[config.mk]
export PLATFORM = sky130hd
export DESIGN_NAME = morse_encoder
export DESIGN_NICKNAME = d
export VERILOG_FILES = /design/src/rtl/morse_pkg.sv /design/src/rtl/morse_rom.sv /design/src/rtl/morse_encoder.sv
export SDC_FILE = /design/constraint.sdc
export NUM_CORES = 1
export LEC_CHECK = 0
export ABC_AREA = 1
export CAP_MARGIN = 10
export CORE_MARGIN = 2
export CORE_UTILIZATION = 40
export CTS_CLUSTER_SIZE = 12
export DETAILED_ROUTE_END_ITERATION = 12
export DONT_BUFFER_PORTS = 1
export HOLD_SLACK_MARGIN = 0.05
export PLACE_DENSITY = 0.65
export REMOVE_ABC_BUFFERS = 1
export SLEW_MARGIN = 20
export SYNTH_ARGS = -nofsm -noshare
export SYNTH_HDL_FRONTEND = slang
export SYNTH_SLANG_ARGS = --single-unit
[constraint.sdc]
create_clock -name Clock -period 2.1 [get_ports Clock]
set_input_delay 0.21 -clock Clock [delete_from_list [all_inputs] [get_ports Clock]]
set_output_delay 0.21 -clock Clock [all_outputs]
set_load 0.05 [all_outputs]
[src/rtl/morse_pkg.sv]
// Shared Morse types: character code, lookup symbol, FSM state and table sizes.
package morse_pkg;

    typedef logic [5:0] morse_char_t;

    // pattern is left-aligned: element i lives in bit 4-i, 1 = dash
    typedef struct packed {
        logic [4:0] pattern;
        logic [2:0] len;
        logic       valid;
    } morse_sym_t;

    localparam int MORSE_NUM_LETTERS = 26;
    localparam int MORSE_NUM_DIGITS  = 10;

    typedef enum logic [1:0] {
        ST_IDLE,
        ST_MARK,
        ST_SPACE,
        ST_CGAP
    } morse_tx_state_t;

    function automatic morse_sym_t mk_sym(input logic [4:0] pattern, input logic [2:0] len);
        morse_sym_t s;
        s.pattern = pattern;
        s.len     = len;
        s.valid   = 1'b1;
        return s;
    endfunction

endpackage

[src/rtl/morse_rom.sv]
// Combinational character -> Morse symbol lookup, shared by transmitter and decoder.
// MORSE_DIGITS_EN adds codes 26-35 (digits 0-9); otherwise those codes are invalid.
module morse_rom
    import morse_pkg::*;
(
    input  morse_char_t code,
    output morse_sym_t  sym
);

    // Table lookup; anything not listed comes back with valid = 0
    always_comb begin
        sym = '0;
        case (code)
            6'd0:  sym = mk_sym(5'b01000, 3'd2); // A .-
            6'd1:  sym = mk_sym(5'b10000, 3'd4); // B -...
            6'd2:  sym = mk_sym(5'b10100, 3'd4); // C -.-.
            6'd3:  sym = mk_sym(5'b10000, 3'd3); // D -..
            6'd4:  sym = mk_sym(5'b00000, 3'd1); // E .
            6'd5:  sym = mk_sym(5'b00100, 3'd4); // F ..-.
            6'd6:  sym = mk_sym(5'b11000, 3'd3); // G --.
            6'd7:  sym = mk_sym(5'b00000, 3'd4); // H ....
            6'd8:  sym = mk_sym(5'b00000, 3'd2); // I ..
            6'd9:  sym = mk_sym(5'b01110, 3'd4); // J .---
            6'd10: sym = mk_sym(5'b10100, 3'd3); // K -.-
            6'd11: sym = mk_sym(5'b01000, 3'd4); // L .-..
            6'd12: sym = mk_sym(5'b11000, 3'd2); // M --
            6'd13: sym = mk_sym(5'b10000, 3'd2); // N -.
            6'd14: sym = mk_sym(5'b11100, 3'd3); // O ---
            6'd15: sym = mk_sym(5'b01100, 3'd4); // P .--.
            6'd16: sym = mk_sym(5'b11010, 3'd4); // Q --.-
            6'd17: sym = mk_sym(5'b01000, 3'd3); // R .-.
            6'd18: sym = mk_sym(5'b00000, 3'd3); // S ...
            6'd19: sym = mk_sym(5'b10000, 3'd1); // T -
            6'd20: sym = mk_sym(5'b00100, 3'd3); // U ..-
            6'd21: sym = mk_sym(5'b00010, 3'd4); // V ...-
            6'd22: sym = mk_sym(5'b01100, 3'd3); // W .--
            6'd23: sym = mk_sym(5'b10010, 3'd4); // X -..-
            6'd24: sym = mk_sym(5'b10110, 3'd4); // Y -.--
            6'd25: sym = mk_sym(5'b11000, 3'd4); // Z --..
`ifdef MORSE_DIGITS_EN
            6'd26: sym = mk_sym(5'b11111, 3'd5); // 0
            6'd27: sym = mk_sym(5'b01111, 3'd5); // 1
            6'd28: sym = mk_sym(5'b00111, 3'd5); // 2
            6'd29: sym = mk_sym(5'b00011, 3'd5); // 3
            6'd30: sym = mk_sym(5'b00001, 3'd5); // 4
            6'd31: sym = mk_sym(5'b00000, 3'd5); // 5
            6'd32: sym = mk_sym(5'b10000, 3'd5); // 6
            6'd33: sym = mk_sym(5'b11000, 3'd5); // 7
            6'd34: sym = mk_sym(5'b11100, 3'd5); // 8
            6'd35: sym = mk_sym(5'b11110, 3'd5); // 9
`endif
            default: sym = '0;
        endcase
    end

endmodule

[src/rtl/morse_encoder.sv]
// Morse transmitter: turns one character code into timed key-down/key-up intervals.
// Build option MORSE_DIGITS_EN (handled in morse_rom) enables digit codes 26-35.
module morse_encoder
    import morse_pkg::*;
#(
    parameter int unsigned DOT_TICKS      = 3,
    parameter int unsigned DASH_TICKS     = 9,
    parameter int unsigned GAP_TICKS      = 3,
    parameter int unsigned CHAR_GAP_TICKS = 9
) (
    input  logic       Clock,
    input  logic       reset,
    input  logic       start,
    input  logic [5:0] letter,
    output logic       key_out,
    output logic       busy,
    output logic       done,
    output logic       err
);

    localparam int unsigned MAX_A = (DOT_TICKS > DASH_TICKS) ? DOT_TICKS : DASH_TICKS;
    localparam int unsigned MAX_B = (GAP_TICKS > CHAR_GAP_TICKS) ? GAP_TICKS : CHAR_GAP_TICKS;
    localparam int unsigned MAX_T = (MAX_A > MAX_B) ? MAX_A : MAX_B;
    localparam int          CNT_W = $clog2(MAX_T) + 1;

    localparam logic [CNT_W-1:0] DOT_C  = CNT_W'(DOT_TICKS);
    localparam logic [CNT_W-1:0] DASH_C = CNT_W'(DASH_TICKS);
    localparam logic [CNT_W-1:0] GAP_C  = CNT_W'(GAP_TICKS);
    localparam logic [CNT_W-1:0] CGAP_C = CNT_W'(CHAR_GAP_TICKS);

    morse_tx_state_t  state_q, state_d;
    logic [CNT_W-1:0] cnt_q, cnt_d;
    logic [2:0]       idx_q, idx_d;
    logic [4:0]       pattern_q, pattern_d;
    logic [2:0]       len_q, len_d;
    logic             key_out_q, key_out_d;
    logic             busy_q, busy_d;
    logic             done_q, done_d;
    logic             err_q, err_d;

    morse_sym_t sym;
    logic       expire;
    logic [2:0] idx_nx;
    logic       next_dash;

    morse_rom u_rom (
        .code (letter),
        .sym  (sym)
    );

    assign expire    = (cnt_q == CNT_W'(1));
    assign idx_nx    = idx_q + 3'd1;
    assign next_dash = pattern_q[3'd4 - idx_nx];

    // State, counter, latched symbol and registered outputs; reset clears everything
    always_ff @(posedge Clock) begin
        if (reset) begin
            state_q   <= ST_IDLE;
            cnt_q     <= '0;
            idx_q     <= '0;
            pattern_q <= '0;
            len_q     <= '0;
            key_out_q <= 1'b0;
            busy_q    <= 1'b0;
            done_q    <= 1'b0;
            err_q     <= 1'b0;
        end else begin
            state_q   <= state_d;
            cnt_q     <= cnt_d;
            idx_q     <= idx_d;
            pattern_q <= pattern_d;
            len_q     <= len_d;
            key_out_q <= key_out_d;
            busy_q    <= busy_d;
            done_q    <= done_d;
            err_q     <= err_d;
        end
    end

    // Next state: walk elements mark/space, then the trailing character gap
    always_comb begin
        state_d   = state_q;
        cnt_d     = cnt_q;
        idx_d     = idx_q;
        pattern_d = pattern_q;
        len_d     = len_q;
        case (state_q)
            ST_IDLE: begin
                if (start && sym.valid) begin
                    pattern_d = sym.pattern;
                    len_d     = sym.len;
                    idx_d     = 3'd0;
                    cnt_d     = sym.pattern[4] ? DASH_C : DOT_C;
                    state_d   = ST_MARK;
                end
            end
            ST_MARK: begin
                if (!expire) begin
                    cnt_d = cnt_q - CNT_W'(1);
                end else if (idx_nx < len_q) begin
                    cnt_d   = GAP_C;
                    state_d = ST_SPACE;
                end else begin
                    cnt_d   = CGAP_C;
                    state_d = ST_CGAP;
                end
            end
            ST_SPACE: begin
                if (!expire) begin
                    cnt_d = cnt_q - CNT_W'(1);
                end else begin
                    idx_d   = idx_nx;
                    cnt_d   = next_dash ? DASH_C : DOT_C;
                    state_d = ST_MARK;
                end
            end
            ST_CGAP: begin
                if (!expire) begin
                    cnt_d = cnt_q - CNT_W'(1);
                end else begin
                    state_d = ST_IDLE;
                end
            end
            default: state_d = ST_IDLE;
        endcase
    end

    // Outputs are registered, so they are derived from the upcoming state
    always_comb begin
        key_out_d = (state_d == ST_MARK);
        busy_d    = (state_d != ST_IDLE);
        done_d    = (state_q == ST_CGAP) && expire;
        err_d     = (state_q == ST_IDLE) && start && !sym.valid;
    end

    assign key_out = key_out_q;
    assign busy    = busy_q;
    assign done    = done_q;
    assign err     = err_q;

endmodule

==> results.md, run 1 <==
- Outcome: finished, final reports clean
- DRT iter0 DRCs: 99
- Hold Startpoint: start
- CP endpoint kind: flip-flop
- Total I/O pin count: 13
- Die X: 66.8 um
- DRC Markers: 0
- Port Buffers: 0
- Clk buf depth: 2
- Post-synthesis async set-or-reset flop share: 0%
- Max-cap check violation count: 0
- Area delta synth->final: 4.37%
- Via Count: 1,470
- Fraction of layout cells with a size suffix above 1: 10.1%
- R2R Path End: cnt_q[3]
- Ant. Diodes: 0
- Pwr Total: 1.24 mW
- Hold Vio Cnt, Final: 0
- WP data arrival: 2.00 ns
- RSZ-0062 raised after global routing: no
- Register area share after synthesis: 26.7%
- Slew @ Worst Pin: 0.476 ns
- Hold Path Class: in2reg
- Final HPWL DP: 2.53 mm
- Grt total ovfl: 0
- TritonCTS clock tree: built
- Layout Nets: 260
- Clk Latency, worst-skew pair: 0.26 ns
- Via density: 5.16
- Worst-case clock skew: 0.00209 ns
- Worst R2R Start: idx_q[0]
- Post-Synthesis Cell Area: 0.00158 mm2
- Setup CP Type: reg2reg
- Row cnt: 22
- Gpl congestion: 0.858
- Utilization after layout: 44.3%
- Synth Instances: 237
- WL final: 3.38 mm
- Worst Hold Depth: 2
- Most frequent cell after synthesis: nand2_1
- Reg2reg path depth: 13
- Initial Utilization: 42.4%
- Critical path fanouts, max: 6
- First-pass GRT wire length: 5.82 mm
- H-tree depth: 1
- Die Ht: 66.8 um
- Relative slew slack: 68.2%
- Synth cell types: 30
- Commonest cells post-synth: 58 x nand2_1, 29 x inv_1, 27 x a21oi_1, 23 x nand3_1, 21 x dfxtp_1
- Setup bufs post-CTS: 0
- ANT nets after route: 0
- Setup Total Neg Slack: 0 ns
- Fill cell count: 396
- Avg Inst Size Synth: 6.65 um2
- CTS clk-pin slew, worst paths: 0.08 ns
- Fmax: 542 MHz
- Max-slew violation count: 0
- Clk sinks: 21
- Post-synth top area cell: dfxtp_1
- Core Box Area: 0.00372 mm2
- Synth area leaders: dfxtp_1 27%, nand2_1 14%, ha_1 10%, a21oi_1 8.6%, nand3_1 7.3%
- Reg-to-reg slack, setup: 0.26 ns
- Post-synth EDFFs: 0
- Hold Path End: err
- Final min period: 1.84 ns
- Largest net degree at the start of global routing: 12
- PD cells: 753 mW/mm2
- Period utilization: 87.8%
- LEAKAGE: 0.763 nW
- Initial antenna violation count: 0
- Yosys top cell area share: 26.7%
- YS warnings: 0
- #FFs+latches synth: 21
- Root buf cell: clkbuf_8
- VDD IR-drop max: 0.000334 V
- Vias in the first global route: 1,371
- Type of origin of the critical path: flip-flop
- GRT Util Overall: 16.8%
- Die Area: 0.00446 mm2
- DRT Pass-1 Iters: 4
- Worst Path Required: 2.26 ns
- Synth Flop Type: dfxtp_1
- Drt wl/cell: 11.9 um
- Num CTS Buffers: 3
- Setup violators final: 0
## per-layer routing
metal	track usage, %	up-vias	share of wire, %
met5	0	-	0
met1	20.2	658	46
met2	30.5	34	49
li1	-	774	-
met4	5.61	0	1.4
met3	2.36	4	3.7
## power by group
part / total, mW / leakage (nW) / switching [mW] / internal [mW]
sequential: 0.523 / 0.172 / 0.0716 / 0.452
clock: 0.273 / 0.0228 / 0.138 / 0.135
combinational: 0.442 / 0.568 / 0.274 / 0.169
total: 1.24 / 0.763 / 0.483 / 0.756
## cell usage in the layout (no fill, tap or decap)
master         netlist  routed
a211oi_1             1       1
a21oi_1             27      27
a21oi_2              1       1
bufinv_8             1       1
clkbuf_1             1       1
clkbuf_8             1       3
dfxtp_1             21      20
dfxtp_2              0       1
dlygate4sd3_1        0       1
ha_1                13      13
inv_1               29      29
inv_2                2       2
inv_4                1       1
nand2_1             58      58
nand2_2              6       6
nand2_4              1       1
nand3_1             23      23
nand3_2              1       1
nand4_1              3       3
nor2_1              17      17
nor2_2               2       2
nor2_4               1       1
nor2_8               1       1
nor3_1               2       2
nor3_2               1       1
o211ai_1             2       2
o211ai_2             1       1
o21ai_0             15      15
o31ai_1              1       1
or2_2                1       1
## sequential cells by signal, indices dropped and copies added (netlist names)
| name | count |
|---|---|
| err | 1 |
| pattern_q | 4 |
| done | 1 |
| cnt_q | 5 |
| idx_q | 3 |
| state_q | 2 |
| busy | 1 |
| len_q | 3 |
| key_out | 1 |
## how the worst max path moves through the flow
stage             start  endpoint  slack [ns]  depth (start not counted)
2_1_floorplan  idx_q[0]  cnt_q[3]        0.37                         13
3_3_place_gp   idx_q[0]  cnt_q[3]        0.29                         13
3_5_place_dp   idx_q[0]  cnt_q[3]        0.21                         13
4_1_cts        idx_q[0]  cnt_q[3]        0.20                         13
5_1_grt        idx_q[0]  cnt_q[3]        0.07                         13
6_report       idx_q[0]  cnt_q[3]        0.26                         13
## critical path, cell delays in order (launching register included)
cell and delay [ns]:
dfxtp_2 0.38, ha_1 0.20, inv_1 0.06, nand2_1 0.07, nand2_1 0.07, ha_1 0.29, a21oi_1 0.15, nand2_1 0.10
nand3_1 0.08, o21ai_0 0.08, inv_1 0.06, nand2_1 0.04, a21oi_1 0.11, nor2_1 0.05
## cell type report
class	count	area (um2)	share of cell area (%)
clock buffers	4	45.0	2.74
flip-flops and latches	21	422	25.6
inverters	33	140	8.52
multi-input cells	178	968	58.9
well taps	48	60.1	3.65
repair buffers	1	10.0	0.608
## metrics by stage
step	std cells	hold slack, ns	worst slack (ns)	cell area (um2)
2_1_floorplan	232	0.279	0.372	1530
3_3_place_gp	280	0.281	0.290	1590
3_5_place_dp	280	0.283	0.214	1590
4_1_cts	285	0.0859	0.198	1640
5_1_grt	285	0.107	0.0711	1650
6_report	285	0.0864	0.255	1650
## repair_timing
item                                   4_1_cts  5_1_grt
setup endpoints to repair                    0        1
resized for setup                            0        1
hold buffers                                 1        0
endpoints found under the hold margin       11        0
## cell families (layout without fill, tap and decap cells)
family	count (synthesis)	in the layout	synth area share (%)
fa+ha+maj	13	13	10.3
flops	21	21	26.7
simple gates	117	117	34.5
buf+inv	38	38	11.9
compound gates	48	48	16.6
Note: power is estimated with default switching activity, not from simulation.
==> run 2: changes to the inputs <==
DONT_BUFFER_PORTS = default   (was 1)
PLACE_DENSITY = 0.7   (was 0.65)
==> results.md, run 2 (synthesis gave the netlist of run 1 again) <==
- Outcome: finished, final reports clean
- WL final: 3.37 mm (-0.41%)
- RSZ-0062 raised after global routing: no
- Root buf cell: clkbuf_8
- Die Area: 0.00446 mm2 (unchanged)
- PD cells: 712 mW/mm2 (-5.4%)
- Final HPWL DP: 2.62 mm (+3.6%)
- DRT iter0 DRCs: 88 (-11%)
- Placed cell areas: 0.00176 mm2 (+11%)
- Max-cap check violation count: 0 (unchanged)
- Relative slew slack: 67.1% (-1.1 points)
- Drt wl/cell: 11.1 um (-6.3%)
- Ant. Diodes: 0 (unchanged)
- Largest net degree at the start of global routing: 14 (+2)
- Vias in the first global route: 1,387 (+1.2%)
- Via density: 4.94 (-4.1%)
- Period utilization: 89.5% (+1.7 points)
- Initial Utilization: 42.4% (unchanged)
- Layout Nets: 278 (+6.9%)
- Most common cell on crit path: nand2_1
- Fraction of layout cells with a size suffix above 1: 12.5% (+2.4 points)
- GRT Util Overall: 16.6% (-0.23 points)
- Clk Latency, worst-skew pair: 0.26 ns (about the same)
- Fill cell count: 372 (-6.1%)
- Most common cell after layout, fill and taps aside: nand2_1
- Multi-input logic area: 968 um2 (unchanged)
- Worst R2R Start: idx_q[0]
- Row cnt: 22 (unchanged)
- Crit path largest cell delay: 0.39 ns (about the same)
- Clk sinks: 21 (unchanged)
- Gpl congestion: 0.952 (+11%)
- Worst Path Required: 2.25 ns (about the same)
- Slowest-stage cell, CP: dfxtp_2
- FF/Latch Area: 422 um2 (unchanged)
- LEAKAGE: 0.841 nW (+10%)
- Num CTS Buffers: 3 (unchanged)
- R2R Path End: cnt_q[3]
- Final min period: 1.88 ns (+0.0354 ns)
- CP endpoint kind: flip-flop
- Regs by FF count: cnt_q (5), pattern_q (4)
- Fmax: 532 MHz (-1.9%)
- VDD IR-drop max: 0.000293 V (-12%)
- Via Count: 1,498 (+1.9%)
- Hold Path Class: reg2reg
- Critical path fanouts, max: 6 (unchanged)
- Hold Startpoint: len_q[2]
- Clk buf depth: 2 (unchanged)
- Worst setup path end: cnt_q[3]
- Slew @ Worst Pin: 0.491 ns (+0.0152 ns)
- Max reg flops: 5 (unchanged)
- Worst-case clock skew: 0.00541 ns (+0.00332 ns)
- Core Box Area: 0.00372 mm2 (unchanged)
- Most frequent cells in the layout: 58 x nand2_1, 29 x inv_1, 27 x a21oi_1
- Setup CP Type: reg2reg
- Reg-to-reg slack, setup: 0.22 ns (-0.04 ns)
- Setup Total Neg Slack: 0 ns (unchanged)
- DRC Markers: 0 (unchanged)
- Hold Vio Cnt, Final: 0 (unchanged)
- Total I/O pin count: 13 (unchanged)
- Max-slew violation count: 0 (unchanged)
- Setup bufs post-CTS: 0 (unchanged)
- ANT nets after route: 0 (unchanged)
- CP Launch Point: idx_q[0]
- Reg2reg path depth: 13 (unchanged)
- Crit-path cells: ha_1 -> inv_1 -> nand2_1 -> nand2_1 -> ha_1 -> a21oi_1 -> nand2_1 -> nand3_1 -> o21ai_0 -> inv_1 -> nand2_1 -> a21oi_1 -> nor2_1
- DRT Pass-1 Iters: 4 (unchanged)
- Initial antenna violation count: 0 (unchanged)
- Port Buffers: 12 (+12)
- Area delta synth->final: 14.8%
- First-pass GRT wire length: 5.79 mm (-0.58%)
- TritonCTS clock tree: built
- Type of origin of the critical path: flip-flop
- Grt total ovfl: 0 (unchanged)
- Die Ht: 66.8 um (unchanged)
- CTS clk-pin slew, worst paths: 0.08 ns (about the same)
- Design area: 0.00181 mm2 (+10%)
- Die X: 66.8 um (unchanged)
- Setup violators final: 0 (unchanged)
- WP data arrival: 2.03 ns (+0.03 ns)
- Largest Register: cnt_q
- H-tree depth: 1 (unchanged)
run 2: worst min-delay path by stage:
stage               endpoint  cells past startpoint  slack (ns)
finish              len_q[2]                      2        0.47
global placement    cnt_q[4]                      2        0.45
floorplan           cnt_q[1]                      1        0.28
CTS                 len_q[2]                      2        0.47
global route        len_q[0]                      2        0.49
detailed placement  len_q[2]                      2        0.46
run 2: report_power, final:
part           switching [mW]  internal, mW  total (mW)
sequential             0.0349         0.452       0.487
combinational           0.331         0.204       0.535
clock                   0.134         0.132       0.266
run 2: cell type report:
class / count / share of cell area [%]
tap: 48 / 3.32
clock inverter: 1 / 0.277
inverter: 33 / 7.75
timing repair buffer: 19 / 9.54
multi-input combinational: 178 / 53.5
clock buffer: 3 / 2.28
sequential: 21 / 23.3
run 2: routing by layer:
metal | up-vias | global-route usage, % | share of wire, %
met5 | - | 0 | 0
met4 | 0 | 5.36 | 1.2
met3 | 5 | 2.03 | 3.4
met2 | 30 | 30.4 | 48
met1 | 654 | 19.9 | 47
li1 | 809 | - | -
run 2: metrics by stage:
| stage | worst slack [ns] | util [%] | hold WS (ns) | total power, mW | instances |
|---|---|---|---|---|---|
| floorplan | 0.372 | - | 0.279 | 0.892 | 232 |
| global placement | 0.196 | 47.4 | 0.451 | 1.03 | 299 |
| detailed placement | 0.165 | 47.4 | 0.455 | 1.03 | 299 |
| CTS | 0.140 | 48.7 | 0.468 | 1.30 | 303 |
| global route | 0.0262 | 48.7 | 0.487 | 1.39 | 303 |
| finish | 0.220 | 48.7 | 0.468 | 1.29 | 303 |
run 2: worst max-delay path, delay by kind of cell, from the launching register on:
kind	cells	cell delay (ns)
AOI/OAI and AO/OA	3	0.35
adders and majority gates	2	0.49
buffers and inverters	2	0.11
DFF	1	0.39
and+or+nand+nor	6	0.43
run 2: what timing repair did:
action / CTS / global route
hold buffers: 0 / 0
setup endpoints to repair: 0 / 1
resized for setup: 0 / 1
